$ cat config.mk
export PLATFORM = sky130hd
export DESIGN_NAME = sram_rr_arbiter
export DESIGN_NICKNAME = d
export VERILOG_FILES = /design/src/rtl/sram_arb_pkg.sv /design/src/rtl/rr_arb2.sv /design/src/rtl/sram_rr_arbiter.sv
export SDC_FILE = /design/constraint.sdc
export NUM_CORES = 1
export LEC_CHECK = 0
export BUFFER_PORTS_ARGS = -buffer_cell sky130_fd_sc_hd__buf_4
export CAP_MARGIN = 30
export CORE_MARGIN = 4
export CORE_UTILIZATION = 47
export CTS_CLUSTER_SIZE = 40
export DETAILED_ROUTE_END_ITERATION = 6
export PLACE_DENSITY = 0.73
export SETUP_SLACK_MARGIN = 0.5
export SLEW_MARGIN = 20
export SYNTH_ARGS = -nofsm -noshare
export SYNTH_HDL_FRONTEND = slang
export SYNTH_SLANG_ARGS = --single-unit
export TNS_END_PERCENT = 50
$ cat constraint.sdc
create_clock -name clk0 -period 1.2 [get_ports clk0]
set_input_delay 0.06 -clock clk0 [delete_from_list [all_inputs] [get_ports clk0]]
set_output_delay 0.06 -clock clk0 [all_outputs]
set_load 0.01 [all_outputs]
$ cat src/rtl/sram_arb_pkg.sv
// Shared types and defaults for the two-requester SRAM round-robin arbiter.
package sram_arb_pkg;

  localparam int unsigned DataWidthDefault = 2;
  localparam int unsigned AddrWidthDefault = 4;

  typedef enum logic [0:0] {
    StInit,
    StRun
  } state_e;

  typedef logic req_id_t;

  typedef struct packed {
    logic    valid;
    logic    is_read;
    req_id_t id;
  } trk_entry_t;

endpackage

$ cat src/rtl/rr_arb2.sv
// Two-way round-robin arbiter: one-hot grant, pointer favours the requester not served last.
module rr_arb2 (
  input  logic       clk0,
  input  logic       rst0,
  input  logic [1:0] valid_i,
  input  logic       enable_i,
  input  logic       advance_i,
  output logic [1:0] grant_o
);

  logic ptr_q, ptr_d;

  always_comb begin
    grant_o = 2'b00;
    if (enable_i) begin
      unique case (valid_i)
        2'b01:   grant_o = 2'b01;
        2'b10:   grant_o = 2'b10;
        2'b11:   grant_o = ptr_q ? 2'b10 : 2'b01;
        default: grant_o = 2'b00;
      endcase
    end
    ptr_d = ptr_q;
    // After serving requester 0 the pointer moves to 1, and vice versa.
    if (advance_i) ptr_d = grant_o[0];
  end

  always_ff @(posedge clk0) begin
    if (rst0) ptr_q <= 1'b0;
    else      ptr_q <= ptr_d;
  end

endmodule

$ cat src/rtl/sram_rr_arbiter.sv
// Shares one OpenRAM RW port between two valid/ready requesters; read data returns 2 cycles later.
// Optional power-on clear sweep enabled by defining SRAM_ARB_INIT_EN.
module sram_rr_arbiter
  import sram_arb_pkg::*;
#(
  parameter int unsigned           DATA_WIDTH = DataWidthDefault,
  parameter int unsigned           ADDR_WIDTH = AddrWidthDefault,
  parameter logic [DATA_WIDTH-1:0] INIT_VALUE = '0
) (
  input  logic                  clk0,
  input  logic                  rst0,
  input  logic                  req0_valid,
  output logic                  req0_ready,
  input  logic                  req0_we,
  input  logic [ADDR_WIDTH-1:0] req0_addr,
  input  logic [DATA_WIDTH-1:0] req0_wdata,
  output logic                  rsp0_valid,
  output logic [DATA_WIDTH-1:0] rsp0_rdata,
  input  logic                  req1_valid,
  output logic                  req1_ready,
  input  logic                  req1_we,
  input  logic [ADDR_WIDTH-1:0] req1_addr,
  input  logic [DATA_WIDTH-1:0] req1_wdata,
  output logic                  rsp1_valid,
  output logic [DATA_WIDTH-1:0] rsp1_rdata,
  output logic                  sram_csb0,
  output logic                  sram_web0,
  output logic [ADDR_WIDTH-1:0] sram_addr0,
  output logic [DATA_WIDTH-1:0] sram_din0,
  input  logic [DATA_WIDTH-1:0] sram_dout0,
  output logic                  init_busy
);

`ifdef SRAM_ARB_INIT_EN
  localparam state_e ResetState = StInit;
`else
  localparam state_e ResetState = StRun;
`endif

  state_e                state_q, state_d;
  logic [ADDR_WIDTH-1:0] init_addr_q, init_addr_d;
  logic [1:0]            grant;
  logic                  arb_en;
  logic                  issue;
  logic                  cmd_we;
  logic [ADDR_WIDTH-1:0] cmd_addr;
  logic [DATA_WIDTH-1:0] cmd_wdata;
  req_id_t               cmd_id;
  trk_entry_t            trk_d, trk0_q, trk1_q;
  logic                  rsp0_hit, rsp1_hit;

  rr_arb2 u_rr_arb2 (
    .clk0      (clk0),
    .rst0      (rst0),
    .valid_i   ({req1_valid, req0_valid}),
    .enable_i  (arb_en),
    .advance_i (|grant),
    .grant_o   (grant)
  );

  assign req0_ready = grant[0];
  assign req1_ready = grant[1];

  always_comb begin
    state_d     = state_q;
    init_addr_d = init_addr_q;
    arb_en      = 1'b0;
    issue       = 1'b0;
    cmd_we      = 1'b0;
    cmd_addr    = '0;
    cmd_wdata   = '0;
    cmd_id      = 1'b0;
    unique case (state_q)
      StInit: begin
        issue       = 1'b1;
        cmd_we      = 1'b1;
        cmd_addr    = init_addr_q;
        cmd_wdata   = INIT_VALUE;
        init_addr_d = init_addr_q + 1'b1;
        if (&init_addr_q) state_d = StRun;
      end
      StRun: begin
        arb_en    = ~rst0;
        issue     = |grant;
        cmd_id    = grant[1];
        cmd_we    = grant[1] ? req1_we : req0_we;
        cmd_addr  = grant[1] ? req1_addr : req0_addr;
        cmd_wdata = grant[1] ? req1_wdata : req0_wdata;
      end
      default: state_d = StRun;
    endcase

    trk_d         = '0;
    trk_d.valid   = issue;
    trk_d.is_read = issue & ~cmd_we;
    trk_d.id      = cmd_id;
  end

  assign rsp0_hit = trk1_q.valid & trk1_q.is_read & (trk1_q.id == 1'b0);
  assign rsp1_hit = trk1_q.valid & trk1_q.is_read & (trk1_q.id == 1'b1);

  always_ff @(posedge clk0) begin
    if (rst0) begin
      state_q     <= ResetState;
      init_addr_q <= '0;
      sram_csb0   <= 1'b1;
      sram_web0   <= 1'b1;
      sram_addr0  <= '0;
      sram_din0   <= '0;
      trk0_q      <= '0;
      trk1_q      <= '0;
      rsp0_valid  <= 1'b0;
      rsp1_valid  <= 1'b0;
      rsp0_rdata  <= '0;
      rsp1_rdata  <= '0;
    end else begin
      state_q     <= state_d;
      init_addr_q <= init_addr_d;
      sram_csb0   <= ~issue;
      sram_web0   <= ~(issue & cmd_we);
      if (issue) begin
        sram_addr0 <= cmd_addr;
        sram_din0  <= cmd_wdata;
      end
      trk0_q     <= trk_d;
      trk1_q     <= trk0_q;
      rsp0_valid <= rsp0_hit;
      rsp1_valid <= rsp1_hit;
      // dout0 is still stable here; the macro drives it from the preceding negedge.
      if (rsp0_hit) rsp0_rdata <= sram_dout0;
      if (rsp1_hit) rsp1_rdata <= sram_dout0;
    end
  end

`ifdef SRAM_ARB_INIT_EN
  assign init_busy = (state_q == StInit);
`else
  assign init_busy = 1'b0;
`endif

endmodule

== Word level (Yosys, flattened, before mapping) ==
Cells that the tools add are included.
Word-level totals
  register bits: 26
  input bits: 20
  output and inout bits: 17
  word-level logic and storage cells: 48
Operators by class
  add/sub/neg operators: 1
  eq/ne operators: 3
  mux-type cells: 12
  bitwise operators: 11
  reduce and logical (&&, ||, !) cells: 4
Operators with widths (count)
  one-hot mux 4 bit (2 select lines): 1
  2-to-1 mux 2 bit: 3
  NOT 1 bit: 6
  one-hot mux 2 bit (3 select lines): 1
  OR reduction 2 bit: 3
  bitwise AND 1 bit: 5
  adder 4 x 1 -> 4 bit, second input constant: 1
  == test 2 bit, second input constant: 2
  2-to-1 mux 4 bit: 1
  one-hot mux 1 bit (2 select lines): 2
  one-hot mux 2 bit (2 select lines): 1
  AND reduction 4 bit: 1
  2-to-1 mux 1 bit: 3
  == test 2 x 1 -> 1 bit, second input constant: 1

== Longest topological paths before layout ==
Gate-level depths: netlist (run 1).
  word-level depth: 7
  mapped depth: 5
  gate-level depth less buffers: 4

== By module ==
A second synthesis (run 1) with hierarchy kept.
Unflattened totals
  cell total of the unflattened synthesis: 112
  area, all modules: 1114.8 sq um
Modules (own cells, without submodules)
  sram_rr_arbiter: times used 1, cells an instance 103, area each 1048.5 sq um, sequential area each 500.5 sq um
  rr_arb2: times used 1, cells an instance 9, area each 66.3 sq um, sequential area each 20.0 sq um

== Worst setup path before layout (run 1) ==
No wires, ideal clock.
  path type: register -> register
  from: register u_rr_arb2.ptr_q
  to: register sram_web0
  setup time: 0.120 ns
  data arrival time: 0.965 ns
  data required time: 1.080 ns
  path slack: 0.116 ns
  stages on the path, launching flop included: 5
  path buffers: 0
  period minus slack after synthesis: 1.084 ns
  cell sequence: dfxtp_1 > nand2b_4 > nand3b_4 > mux2i_1 > o31a_1
Between the ends
  cells in the longest elaborated chain, start to end: 7
  elaborated cells between the ends (all ways): 9
  those cells by class: 6 x mux; 2 x bitwise; 1 x reduce/logical
Ends and longest elaborated chain
  start: declaration: RTL line rr_arb2.sv:11  | logic ptr_q, ptr_d;
  start signal: assignment: RTL line rr_arb2.sv:30  | else ptr_q <= ptr_d;
  2-to-1 mux 2 bit *: RTL line rr_arb2.sv:19  | 2'b11: grant_o = ptr_q ? 2'b10 : 2'b01;
  one-hot mux 2 bit (3 select lines) *: RTL line rr_arb2.sv:16  | unique case (valid_i)
  2-to-1 mux 2 bit *: RTL line rr_arb2.sv:15  | if (enable_i) begin
  OR reduction 2 bit or 2-to-1 mux 1 bit (tied branches): RTL line sram_rr_arbiter.sv:84, sram_rr_arbiter.sv:86
  one-hot mux 1 bit (2 select lines): RTL line sram_rr_arbiter.sv:73  | unique case (state_q)
  bitwise AND 1 bit *: RTL line sram_rr_arbiter.sv:120  | sram_web0 <= ~(issue & cmd_we);
  NOT 1 bit *: RTL line sram_rr_arbiter.sv:120
  end signal: assignment: RTL line sram_rr_arbiter.sv:120
  end: declaration: RTL line sram_rr_arbiter.sv:27  | output logic sram_web0,
Mark *: on every way between the ends. The rest lies on a longest branch, timed or not.
A chain may end at the register's enable or synchronous reset.

== Worst setup path in the final report (run 1) ==
Same ends and word-level chain as after synthesis.

==> results of run 1 <==
==> path summary, 6_finish.rpt <==
path                                      start      endpoint  slack (ns)
worst max register to register  u_rr_arb2.ptr_q     sram_web0       -0.03
worst max-delay path            u_rr_arb2.ptr_q     sram_web0       -0.03
worst min-delay path              req1_wdata[1]  sram_din0[1]       0.009
worst min register to register        trk0_q[1]     trk1_q[1]        0.45
==> worst max-delay path: cells and delay by family (launching register included) <==
family / cells / cell delay [ns]
flops: 1 / 0.38
simple gates: 2 / 0.25
buf+inv: 1 / 0.15
compound gates: 1 / 0.24
mux: 1 / 0.12
==> flip-flops by register name, summed over array words and instances (netlist names), 2 cells and up <==
| signal | cells |
|---|---|
| init_addr_q | 4 |
| sram_addr0 | 4 |
| trk0_q | 3 |
| trk1_q | 3 |
| rsp0_rdata | 2 |
| rsp1_rdata | 2 |
| sram_din0 | 2 |
==> final cells by class <==
| type | instances | area, um^2 | share of cell area, % |
|---|---|---|---|
| Clock buffer | 3 | 22.5 | 1.32 |
| Inverter | 2 | 15.0 | 0.883 |
| Multi-Input combinational cell | 77 | 592 | 34.8 |
| Timing Repair Buffer | 51 | 483 | 28.4 |
| Sequential cell | 26 | 554 | 32.6 |
| Tap cell | 27 | 33.8 | 1.99 |
==> power breakdown <==
group | leakage [nW] | switching, mW | internal [mW] | total [mW]
sequential | 0.221 | 0.0249 | 0.897 | 0.922
combinational | 0.522 | 0.120 | 0.166 | 0.286
clock | 0.0138 | 0.241 | 0.118 | 0.359
==> through the flow <==
stage | hold WS, ns | cells | worst slack [ns] | utilization (%)
after floorplan | 0.196 | 111 | 0.136 | -
after global placement | 0.311 | 169 | 0.0964 | 65.6
after detailed placement | 0.314 | 169 | 0.0651 | 65.6
after CTS | 0.00918 | 181 | 0.00741 | 74.9
after global routing | 0.0164 | 186 | -0.0873 | 83.3
final | 0.00913 | 186 | -0.0336 | 83.3
==> Yosys cell counts, types with 2 or more instances <==
cell type / n
mux2i_1: 6
mux2_2: 3
buf_4: 2
nor3_1: 2
nor2b_1: 4
nand2_1: 12
nand3_1: 2
nor2_1: 12
inv_1: 2
xor2_1: 2
buf_2: 3
a21oi_1: 5
dfxtp_1: 26
o22ai_1: 3
o21ai_0: 11
==> timing repair <==
item,4_1_cts,5_1_grt
pin swaps,4,11
setup buffers,6,5
gates cloned,0,0
hold endpoints to repair,5,0
hold buffers,3,0
setup endpoints to repair,38,39
gates resized for setup,19,42
==> logic make-up (layout without fill, tap and decap cells) <==
| kind of cell | after synthesis | after routing | synth area share, % |
|---|---|---|---|
| AND/OR/NAND/NOR | 40 | 40 | 20.2 |
| flip-flops | 26 | 26 | 49.5 |
| AO/OA/AOI/OAI | 23 | 23 | 12.6 |
| multiplexers | 9 | 9 | 8.93 |
| buffers and inverters | 8 | 56 | 4.64 |
| XOR/XNOR | 3 | 3 | 2.50 |
| adder cells (fa/ha/maj) | 1 | 1 | 1.19 |
| other | 1 | 1 | 0.357 |
==> routing by layer <==
layer,vias to the layer above,global-route usage (%)
met5,-,0
li1,475,-
met1,462,21.0
met3,4,4.20
met2,47,27.5
met4,0,5.21
==> results.cfg, run 1 <==
[cells_and_area]
final_cell_mix = buf_4, dfxtp_2, buf_6
area_delta_synth_final_pct = 61.8
fillers = 124
fin_nets = 182
diodes = 0
final_area_um2 = 1700
layout_commonest_cell = buf_4
drive_gt1_share_pct = 59.7

[placed_design]
io_buffer_count = 35
dp_hpwl_um = 1700
place_area_um2 = 1340
globalplace.congestion = 0.752

[global_route]
grt-ovfl-total = 0
grt_pass1_vias = 926
grtUsageTotal_pct = 16.6
grt_max_degree = 16
grt_pass1_wl_um = 4110
antenna_found_initial = 0

[sta]
fin_ws_ns = -0.0336
setup_viol = 2
drv_slew = 0
period_share_pct = 103
fin_crit_ns = 1.23
fin_setup_tns_ns = -0.0419
hold_violations = 0
rsz0062_at_grt = true
fin_skew_ns = 0.00619
clock.fmax_mhz = 811

[clock_tree]
cts.sinks = 26
cts_root_buf = clkbuf_4
path_clk_slew_ns = 0.13
cts.path.max_buffers = 2
numCtsBuffers = 3
tritoncts = yes
cts_htree_levels = 1
clock_latency_ns = 0.32

[drt]
dr_total_vias = 988
viasPerCell = 5.31
ant_nets = 0
routed-wl-met2_um = 1380
wl_per_cell_um = 14.8
drc = 0
totalWireLength_um = 2750
m1WireLength_um = 1170
drtPass1Iterations = 4
route.top_layer_used = met4
drt-initial-drc-count = 12
wl_met3_um = 177

[logic_synthesis]
synth_cell_types = 31
syn_area_um2 = 1050
ys.flop_type = dfxtp_1
synth_async_sr_flop_share_pct = 0
synth_top_cell_by_area = dfxtp_1
synth.top_cell.area_share_pct = 49.5
synth.area.top_cells = dfxtp_1, mux2i_1, o21ai_0
netlist_instances = 111
seq_area_frac_synth_pct = 49.5
syn_nets = 132
yosys_warnings = 0
synth_edf_count = 0
ys_ff_latch = 26
syn_area_per_cell_um2 = 9.47

[outcome]
status = finished, violations left
violations = negative setup slack

[pwr]
power_mw = 1.57
ir_worst_vdd_uv = 877
powerDensity_nw_per_um2 = 922
p_leak_nw = 0.757

[worst_hold_path]
min_path_cells = 3
hold_path_class = input pin to register

[floorplan]
start_util_pct = 51.5
io_pins = 37
rows = 16
dieWidth_um = 55.3
core_area_um2 = 2040
die_h_um = 55.3
dieArea_um2 = 3060

[worst_setup_path]
cp_slowest_cell = dfxtp_2
r2r_cells = 5
crit_fanout = 5
cp.required_ns = 1.43
slowest_delay_ns = 0.38
path_cells = nand2b_4, nand3b_4, buf_12, mux2i_1, o31a_1
crit_arrival_ns = 1.46
critPathKind = register to register
critPathLaunchType = register
cp-end-kind = register

[job]
cap_viol_max_count = 0
Note: power is estimated with default switching activity, not from simulation.
==> inputs of run 2 (changes only) <==
- CORE_MARGIN: 4 -> 3
- CORE_UTILIZATION: 47 -> 48
- SYNTH_HIERARCHICAL: unset -> 1
==> run 2 against run 1 <==
  * The run still ends with negative setup slack left
  * Via count up 3.3%
  * Non-clock buffer count increased by 20
  * Critical path type unchanged
  * Sequential power is 2% lower
  * Final cell count increased by 11%
  * Clock-buffer cell count unchanged
  * Power grew 16%
  * Sequential share of layout area down 3.3 points
  * Largest cell class is now non-clock buffers
  * First-iteration DRC count grew 17%
  * Clock skew rose by 0.0035 ns
  * Area after synthesis rose by 6.1%
  * Register-to-register slack worse by 0.21 ns
  * Global-route usage increased by 3.3 points
  * Largest power group unchanged
==> results.cfg, run 2 <==
[sta]
period_share_pct = 120
fin_skew_ns = 0.00970
drv_slew = 0
fin_ws_ns = -0.240
fin_crit_ns = 1.44
setup_viol = 13
rsz0062_at_grt = true
hold_violations = 0
fin_setup_tns_ns = -2.56
clock.fmax_mhz = 695

[floorplan]
dieArea_um2 = 2940
die_h_um = 54.2
rows = 16
dieWidth_um = 54.2
io_pins = 37
start_util_pct = 53.5
core_area_um2 = 2080

[drt]
dr_total_vias = 1021
wl_met3_um = 144
drc = 0
routed-wl-met2_um = 1570
wl_per_cell_um = 14.4
ant_nets = 0
totalWireLength_um = 2980
drtPass1Iterations = 4
drt-initial-drc-count = 14
route.top_layer_used = met4
viasPerCell = 4.93
m1WireLength_um = 1240

[logic_synthesis]
synth_cell_types = 29
syn_area_um2 = 1110
synth_most_common_cell = dfxtp_1
syn_area_per_cell_um2 = 9.95
synth_top_cell_by_area = dfxtp_1
seq_area_frac_synth_pct = 46.7
synth.top_cell.area_share_pct = 46.7
synth.area.top_cells = dfxtp_1, mux2i_1, mux2_4
netlist_instances = 112
synth_async_sr_flop_share_pct = 0
synth_common_cells = dfxtp_1, nor2_1, nand2b_1
yosys_warnings = 6
ys.flop_type = dfxtp_1
syn_nets = 133
ys_ff_latch = 26
synth_edf_count = 0

[outcome]
violations = negative setup slack
status = finished, violations left

[cells_and_area]
fin_nets = 202
multi_input_area_um2 = 583
final_area_um2 = 1840
final_cell_mix = buf_4, buf_6, dfxtp_1
area_delta_synth_final_pct = 65.0
seq_area_um2 = 539
layout_commonest_cell = buf_4
fillers = 98
fin_util_pct = 88.3
reg_top3 = init_addr_q: 4 flops, sram_addr0: 4 flops
drive_gt1_share_pct = 57.2
diodes = 0

[worst_setup_path]
slowest_delay_ns = 0.39
critPathKind = register to register
crit_family = flip-flops
path_cells = nand2b_4, inv_4, and3_4, mux2_4, o211ai_2, a21oi_2
critPathLaunchType = register
cp.required_ns = 1.43
critPathBufInv = 1
cp-end-kind = register
crit_arrival_ns = 1.67
cp_slowest_cell = dfxtp_4
crit_fanout = 8

[pwr]
powerDensity_nw_per_um2 = 986
ir_worst_vdd_uv = 1130
power_mw = 1.81
p_leak_nw = 0.846

[global_route]
grt_pass1_vias = 1006
grt_max_degree = 23
antenna_found_initial = 0
grt-ovfl-total = 0
grt_pass1_wl_um = 4170
grtUsageTotal_pct = 19.9

[worst_hold_path]
hold_path_class = input pin to register

[placed_design]
io_buffer_count = 35
place_area_um2 = 1450
dp_hpwl_um = 1710
globalplace.congestion = 0.757

[clock_tree]
tritoncts = yes
cts.path.max_buffers = 2
cts.sinks = 26
path_clk_slew_ns = 0.14
cts_htree_levels = 1
clock_latency_ns = 0.32
cts_root_buf = clkbuf_4
numCtsBuffers = 3

[job]
cap_viol_max_count = 0
-- run 2: repair_timing --
| action | CTS | global route |
|---|---|---|
| resized for setup | 30 | 11 |
| setup buffers | 15 | 8 |
| endpoints found under the setup margin | 39 | 39 |
| pin swaps | 8 | 9 |
| hold buffers | 2 | 1 |
| endpoints found under the hold margin | 4 | 1 |
-- run 2: routing by layer --
metal | up-vias | GRT usage (%)
li1 | 509 | -
met1 | 477 | 21.7
met2 | 31 | 37.6
met3 | 4 | 5.82
met4 | 0 | 3.73
met5 | - | 0
-- run 2: path summary, 6_finish.rpt --
| path | startpoint | end | slack, ns | depth (start not counted) |
|---|---|---|---|---|
| max | state_q | sram_addr0[3] | -0.24 | 6 |
| min | sram_dout0[1] | rsp0_rdata[1] | 0.007 | 3 |
| max reg2reg | state_q | sram_addr0[3] | -0.24 | 6 |
| min reg2reg | trk0_q[2] | trk1_q[2] | 0.45 | 1 |
-- run 2: worst reg2reg max path: stages, from the launching register on --
cell	delay (ns)
dfxtp_4	0.39
nand2b_4	0.07
inv_4	0.06
and3_4	0.27
mux2_4	0.33
o211ai_2	0.16
a21oi_2	0.07
-- run 2: final cells by class --
type / instances / area share [%]
multi-input cells: 74 / 31.7
flip-flops and latches: 26 / 29.3
clock inverters: 1 / 1.63
clock buffers: 3 / 1.22
well taps: 27 / 1.84
repair buffers: 71 / 33.1
inverters: 5 / 1.16
-- run 2: logic make-up (layout without fill, tap and decap cells) --
kind of cell               count (synthesis)  after routing  share of synthesized area, %
AOI/OAI and AO/OA                         16             16                          11.1
xor gates and xnor gates                   3              3                          2.36
adders and majority gates                  1              1                          1.12
buffers and inverters                     12             80                          6.17
DFF                                       26             26                          46.7
muxes                                     11             11                          11.7
other                                      1              1                         0.336
and+or+nand+nor                           42             42                          20.5
-- run 2: power by group --
group,total (mW),switching (mW),internal (mW)
Sequential,0.905,0.0161,0.889
Clock,0.595,0.257,0.338
Combinational,0.313,0.120,0.193
Total,1.81,0.393,1.42
-- run 2: per-stage QoR --
stage                     setup WS, ns  hold WS (ns)  cells
after floorplan                 -0.245         0.183    112
after global placement          -0.154         0.308    177
after detailed placement        -0.221         0.320    177
after CTS                       -0.225      -0.00761    198
after global routing            -0.324        0.0428    207
final                           -0.240       0.00733    207
